==> config.mk <==
export PLATFORM = sky130hd
export DESIGN_NAME = aes_shift_rows_pipe
export DESIGN_NICKNAME = d
export VERILOG_FILES = /design/src/rtl/aes_pkg.sv /design/src/rtl/aes_shift_rows_perm.sv /design/src/rtl/aes_shift_rows_pipe.sv
export SDC_FILE = /design/constraint.sdc
export NUM_CORES = 1
export LEC_CHECK = 0
export ABC_AREA = 1
export BUFFER_PORTS_ARGS = -buffer_cell sky130_fd_sc_hd__buf_2
export CAP_MARGIN = 15
export CORE_MARGIN = 2
export CORE_UTILIZATION = 55
export DETAILED_ROUTE_END_ITERATION = 16
export GPL_TIMING_DRIVEN = 0
export PLACE_DENSITY = 0.91
export SLEW_MARGIN = 5
export SYNTH_ARGS = -nofsm -noshare
export SYNTH_HDL_FRONTEND = slang
export SYNTH_SLANG_ARGS = --single-unit
==> constraint.sdc <==
create_clock -name clk -period 2.5 [get_ports clk]
set_input_delay 0.5 -clock clk [delete_from_list [all_inputs] [get_ports clk]]
set_output_delay 0.5 -clock clk [all_outputs]
set_load 0.005 [all_outputs]
==> src/rtl/aes_pkg.sv <==
// Shared AES helpers: state byte addressing, ShiftRows offsets and NB legality.
// Column-major byte layout with byte 0 (row 0, col 0) in the MSBs of the state.
package aes_pkg;

    localparam int AES_ROWS = 4;

    function automatic bit aes_nb_legal(input int nb);
        return (nb == 4) || (nb == 6) || (nb == 8);
    endfunction

    // MSB bit index of byte (row r, column c) in a 32*nb-bit state vector.
    function automatic int aes_byte_msb(input int nb, input int r, input int c);
        return 32 * nb - 1 - 8 * (AES_ROWS * c + r);
    endfunction

    // Rijndael ShiftRows offset Cr; wide blocks (NB = 8) shift rows 2 and 3 one further.
    function automatic int aes_row_shift(input int nb, input int r);
        int shift;
        case (r)
            0:       shift = 0;
            1:       shift = 1;
            2:       shift = (nb == 8) ? 3 : 2;
            default: shift = (nb == 8) ? 4 : 3;
        endcase
        return shift;
    endfunction

endpackage

==> src/rtl/aes_shift_rows_perm.sv <==
// Combinational (Inv)ShiftRows byte permutation for a Rijndael state of NB columns.
// Pure wiring plus one 2:1 mux per byte; shared by registered and unregistered paths.
module aes_shift_rows_perm
    import aes_pkg::*;
#(
    parameter int NB = 4
) (
    input  logic [32*NB-1:0] in,
    input  logic             inv,
    output logic [32*NB-1:0] out
);

    if (!aes_nb_legal(NB)) begin : g_bad_nb
        $error("aes_shift_rows_perm: NB must be 4, 6 or 8");
    end

    logic [32*NB-1:0] fwd_perm;
    logic [32*NB-1:0] inv_perm;

    for (genvar gi = 0; gi < AES_ROWS; gi++) begin : g_row
        for (genvar gj = 0; gj < NB; gj++) begin : g_col
            localparam int SHIFT   = aes_row_shift(NB, gi);
            localparam int FWD_SRC = (gj + SHIFT) % NB;
            localparam int INV_SRC = (gj - SHIFT + NB) % NB;
            localparam int DST_MSB = aes_byte_msb(NB, gi, gj);
            localparam int FWD_MSB = aes_byte_msb(NB, gi, FWD_SRC);
            localparam int INV_MSB = aes_byte_msb(NB, gi, INV_SRC);

            assign fwd_perm[DST_MSB -: 8] = in[FWD_MSB -: 8];
            assign inv_perm[DST_MSB -: 8] = in[INV_MSB -: 8];
        end
    end

    assign out = inv ? inv_perm : fwd_perm;

endmodule

==> src/rtl/aes_shift_rows_pipe.sv <==
// Registered (Inv)ShiftRows stage: permutation ahead of a main register plus one skid
// register, giving a fully registered in_ready and 1 beat/cycle sustained throughput.
module aes_shift_rows_pipe
    import aes_pkg::*;
#(
    parameter int NB    = 4,
    parameter int TAG_W = 4
) (
    input  logic             clk,
    input  logic             rst,
    input  logic             in_valid,
    output logic             in_ready,
    input  logic [32*NB-1:0] in_data,
    input  logic             in_inv,
    input  logic [TAG_W-1:0] in_tag,
    output logic             out_valid,
    input  logic             out_ready,
    output logic [32*NB-1:0] out_data,
    output logic [TAG_W-1:0] out_tag,
    output logic [1:0]       occupancy
);

    if (TAG_W < 1) begin : g_bad_tag
        $error("aes_shift_rows_pipe: TAG_W must be >= 1");
    end

    logic [32*NB-1:0] perm_data;

    logic             main_valid_q, main_valid_d;
    logic [32*NB-1:0] main_data_q,  main_data_d;
    logic [TAG_W-1:0] main_tag_q,   main_tag_d;
    logic             skid_valid_q, skid_valid_d;
    logic [32*NB-1:0] skid_data_q,  skid_data_d;
    logic [TAG_W-1:0] skid_tag_q,   skid_tag_d;
    logic             in_ready_q;
    logic [1:0]       occ_q, occ_d;

    logic accept;
    logic main_free;

    aes_shift_rows_perm #(
        .NB (NB)
    ) u_perm (
        .in  (in_data),
        .inv (in_inv),
        .out (perm_data)
    );

    assign accept    = in_valid & in_ready_q;
    // Main can take a new beat when empty or when its current beat leaves this cycle.
    assign main_free = !main_valid_q | out_ready;

    always_comb begin
        main_valid_d = main_valid_q;
        main_data_d  = main_data_q;
        main_tag_d   = main_tag_q;
        skid_valid_d = skid_valid_q;
        skid_data_d  = skid_data_q;
        skid_tag_d   = skid_tag_q;

        if (main_free) begin
            if (skid_valid_q) begin
                main_valid_d = 1'b1;
                main_data_d  = skid_data_q;
                main_tag_d   = skid_tag_q;
                if (accept) begin
                    skid_data_d = perm_data;
                    skid_tag_d  = in_tag;
                end else begin
                    skid_valid_d = 1'b0;
                end
            end else if (accept) begin
                main_valid_d = 1'b1;
                main_data_d  = perm_data;
                main_tag_d   = in_tag;
            end else begin
                main_valid_d = 1'b0;
            end
        end else if (accept) begin
            skid_valid_d = 1'b1;
            skid_data_d  = perm_data;
            skid_tag_d   = in_tag;
        end

        occ_d = {1'b0, main_valid_d} + {1'b0, skid_valid_d};
    end

    always_ff @(posedge clk) begin
        if (rst) begin
            main_valid_q <= 1'b0;
            main_data_q  <= '0;
            main_tag_q   <= '0;
            skid_valid_q <= 1'b0;
            skid_data_q  <= '0;
            skid_tag_q   <= '0;
            in_ready_q   <= 1'b0;
            occ_q        <= 2'd0;
        end else begin
            main_valid_q <= main_valid_d;
            main_data_q  <= main_data_d;
            main_tag_q   <= main_tag_d;
            skid_valid_q <= skid_valid_d;
            skid_data_q  <= skid_data_d;
            skid_tag_q   <= skid_tag_d;
            in_ready_q   <= !skid_valid_d;
            occ_q        <= occ_d;
        end
    end

    assign in_ready  = in_ready_q;
    assign out_valid = main_valid_q;
    assign out_data  = main_data_q;
    assign out_tag   = main_tag_q;
    assign occupancy = occ_q;

endmodule
=== Yosys cells after proc, flatten, opt, wreduce, memory -nomap -nowiden ===
Index checks and enable logic that the tools add are counted.

* $add $sub $neg: 1
* Equality and inequality tests: 1
* Multiplexer cells: 17
* Bitwise operators: 2
* Reductions and logical operators: 4

{| class="wikitable"
|+ Operators by type and width
! cell !! number
|-
| $mux 128 || 5
|-
| $mux 120 || 1
|-
| $mux 4 || 5
|-
| $mux 1 || 6
|-
| $add 1x1->2 || 1
|-
| $logic_not 1->1 || 2
|-
| $ne 2x2->1 const B || 1
|-
| $reduce_and 2->1 || 1
|-
| $reduce_bool 2->1 || 1
|-
| $and 1x1->1 || 1
|-
| $or 1x1->1 || 1
|}

* Bits in registers: 269
* Input bits: 137
* Word-level logic and storage cells: 33

=== Depth between registers and ports, before layout ===
* Depth in word-level cells: 5
* Mapped depth: 9
* Depth with buffers taken out: 6

=== Modules after synthesis ===
A second synthesis with hierarchy kept.

* Cells, all modules: 2287
* Area, all modules: 14066.0 um^2

{| class="wikitable"
|+ By module, submodules not included
! module !! instances !! cells each !! area each (um^2)
|-
| aes_shift_rows_pipe || 1 || 2017 || 12741.0
|-
| aes_shift_rows_perm || 1 || 270 || 1325.0
|}

=== Worst setup path before layout ===
Ideal clock, no wire load.

* Path kind: input-to-reg
* Start: input port in_valid
* End: register skid_data_q[100]
* Library setup time: 0.115 ns
* Arrival: 1.381 ns
* Data required time: 2.385 ns
* Slack: 1.004 ns
* Stages: 7
* Buffers on the path: 2
* Path through: nand2_1 inv_1 clkbuf_1 buf_1 nand3_1 nand2_1 nor2_1

* Cells in the longest elaborated chain, start to end: 4

{| class="wikitable"
|+ RTL lines
! element !! line !! RTL
|-
| start, declared || aes_shift_rows_pipe.sv:11 || <nowiki>input logic in_valid,</nowiki>
|-
| $and 1x1->1 (*) || aes_shift_rows_pipe.sv:49 || <nowiki>assign accept = in_valid & in_ready_q;</nowiki>
|-
| $mux 128 (*) || n/a ||
|-
| $mux 128 || n/a ||
|-
| $mux 128 (*) || n/a ||
|-
| end signal, assigned || aes_shift_rows_pipe.sv:103 || <nowiki>skid_data_q <= skid_data_d;</nowiki>
|-
| end, declared || aes_shift_rows_pipe.sv:33 || <nowiki>logic [32*NB-1:0] skid_data_q, skid_data_d;</nowiki>
|}

Every way passes the cells marked *; elsewhere a longest branch is shown, timed or not. The select of a mux whose other input is x is not followed.
A chain may end at the register's enable or synchronous reset.

=== Worst setup path after layout ===
* Start: register skid_valid_q
* End: register skid_data_q[121]

* Cells in the longest elaborated chain, start to end: 1

{| class="wikitable"
|+ RTL lines
! element !! line !! RTL
|-
| start, declared || aes_shift_rows_pipe.sv:32 || <nowiki>logic skid_valid_q, skid_valid_d;</nowiki>
|-
| start signal, assigned || aes_shift_rows_pipe.sv:102 || <nowiki>skid_valid_q <= skid_valid_d;</nowiki>
|-
| $ne 2x2->1 (no line) || n/a ||
|}

Every way passes these cells.

==> impl_metrics.py <==
metrics = {
    "status": {
        "status": "finished, final reports clean",
    },
    "cells_and_area": {
        "area_growth_pct": 20.3,
        "fin_util": 0.675,
        "nNetsFinal": 2734,
        "drive_above_1_share": 0.152,
        "fill_cells": 2116,
        "fin_cells": 2942,
    },
    "placed_design": {
        "dp_hpwl_mm": 32.7,
        "gp_congestion": 0.948,
        "dp.cells": 2890,
        "numPortBuffers": 272,
    },
    "global_route": {
        "track_usage": 0.333,
        "first_global_vias": 14000,
        "antenna_found_initial": 1,
        "grt_max_degree": 15,
        "grt_pass1_wl_mm": 69.8,
        "grt-ovfl-total": 0,
    },
    "logic_synthesis": {
        "syn_area_per_cell_sq_um": 5.95,
        "synthesis.nets": 2431,
        "syn_inst": 2294,
        "ys_types": 13,
        "synth_area_sq_um": 13600,
        "yosys_warnings": 0,
        "synth-seq-cells": 269,
        "seq_area_frac_synth": 0.395,
    },
    "cts": {
        "post_cts_resized": 0,
        "clockBufferDepth": 3,
        "cts-root-buf": "clkbuf_16",
        "clock_sinks": 269,
        "numCtsBuffers": 29,
        "cts_tree": "built",
        "h-tree-depth": 1,
        "post_cts_buffers": 0,
        "cts_hold_buf": 0,
        "clk_latency_ns": 0.55,
        "clk_pin_slew_ns": 0.06,
    },
    "setup_path": {
        "startpoint": "skid_valid_q",
        "critPathLaunchType": "flop",
        "rr_startpoint": "skid_valid_q",
        "worstPathMaxFanout": 10,
        "ff2ff_path_depth": 8,
        "worstPathArrival_ns": 2.58,
        "reg2reg_setup_slack_ns": 0.35,
        "required_ns": 2.93,
        "crit_path_end_kind": "flop",
        "criticalPathCategory": "flop to flop",
    },
    "detailed_routing": {
        "post_drt_wl_per_cell_um": 15.3,
        "vias": 15300,
        "route.antenna.remaining_nets": 0,
        "routed_wl_mm": 45.1,
        "drt_first_pass_iters": 6,
        "drtIter0Drc": 1846,
        "drc": 0,
        "viasPerCell": 5.18,
    },
    "sta": {
        "fin_crit_sh": 0.860,
        "holdWs_ns": 0.156,
        "setup_viol_count_final": 0,
        "fmax_mhz": 465,
        "slew_viol_final": 0,
        "worst-slew-pin-transition_ns": 0.976,
        "final_hold_viol_count": 0,
        "finalSetupTns_ns": 0,
        "maxSlewHeadroom": 0.349,
        "fin_skew_ns": 0.00757,
        "period_needed_ns": 2.15,
        "rsz0062_at_grt": "false",
    },
    "power": {
        "leakage_nw": 8.67,
        "ir_drop_uv": 370,
        "pwr_density_cell_nw_per_um2": 660,
    },
    "floorplan": {
        "core_sq_um": 24300,
        "fp.dieW_um": 162,
        "die-height_um": 162,
        "top_level_ports": 273,
        "initial_utilization": 0.561,
        "fp-row-count": 57,
        "die-area_sq_um": 26100,
    },
    "flow_run": {
        "drv_cap": 0,
    },
    "hold_path": {
        "min_from": "rst",
        "hold_class": "input port to flop",
        "min_delay_path_depth": 2,
    },
}
path summary, 6_finish.rpt:
check	to
worst min register to register	skid_data_q[41]
worst max-delay path	skid_data_q[121]
worst min-delay path	skid_valid_q
worst max register to register	skid_data_q[121]
cell type report:
cell class	count	area, sq um	area share
flip-flops and latches	269	5390	0.328
multi-input cells	1589	6470	0.394
clock inverters	14	199	0.0121
clock buffers	37	806	0.0491
plain buffers	165	776	0.0472
inverters	271	1020	0.0620
repair buffers	272	1360	0.0829
diodes	1	2.50	0.000152
well taps	324	405	0.0247
layout by cell type, fill, tap and decap left out:
cell / count
clkbuf_16: 29
nor2_1: 462
bufinv_16: 5
clkbuf_1: 71
nand3_1: 196
buf_1: 22
a21oi_1: 134
dfxtp_1: 269
clkbuf_8: 5
clkinv_2: 8
inv_6: 1
o21ai_0: 69
buf_2: 322
buf_4: 25
inv_2: 2
diode_2: 1
inv_1: 269
nand2_2: 1
nand2_1: 727
cells in the mapped netlist (all sizes together):
cell,number,area (sq um)
nand3,196,981
clkbuf,68,255
nor2,462,1730
a21oi,134,671
inv,271,1020
nand2,728,2740
o21ai,69,345
buf,97,521
dfxtp,269,5390
cells by family after synthesis:
family / after synthesis / synth area share
and+or+nand+nor: 1386 / 0.399
buffers and inverters: 436 / 0.131
DFF: 269 / 0.395
AOI/OAI and AO/OA: 203 / 0.0745
report_power, final:
part           switching (mW)  total (mW)  leakage [nW]  internal, mW
clock network            1.79        4.57         0.503          2.77
registers               0.120        4.63          2.20          4.51
logic                    1.06        1.64          5.97         0.574
sequential cells by signal, indices dropped and copies added (netlist names), named ones only:
register	cells
out_data	128
occupancy	2
out_tag	4
in_ready	1
skid_data_q	128
skid_valid_q	1
skid_tag_q	4
metrics by stage:
| stage | instance area, sq um | setup slack (ns) | total power [mW] |
|---|---|---|---|
| detailed placement | 15400 | 0.294 | 6.30 |
| global route | 16400 | 0.289 | 11.2 |
| CTS | 16400 | 0.404 | 10.8 |
| global placement | 15400 | 0.361 | 6.26 |
| finish | 16400 | 0.350 | 10.8 |
| floorplan | 13600 | 1.00 | 5.67 |
worst max-delay path, stage by stage, from the launching register on:
cell and delay (ns):
dfxtp_1 0.55, buf_4 0.34, inv_2 0.07, nand2_1 0.15
buf_2 0.37, buf_2 0.30, nand3_1 0.11, nand2_1 0.09
nor2_1 0.05
routing by layer:
metal	GRT usage	vias to the layer above	wire, um
met1	0.416	6728	17600
met4	0.196	0	2790
met2	0.537	834	20100
met3	0.0621	176	4530
met5	0	-	0
li1	-	7512	-
Power figures use the tool's default switching activity.
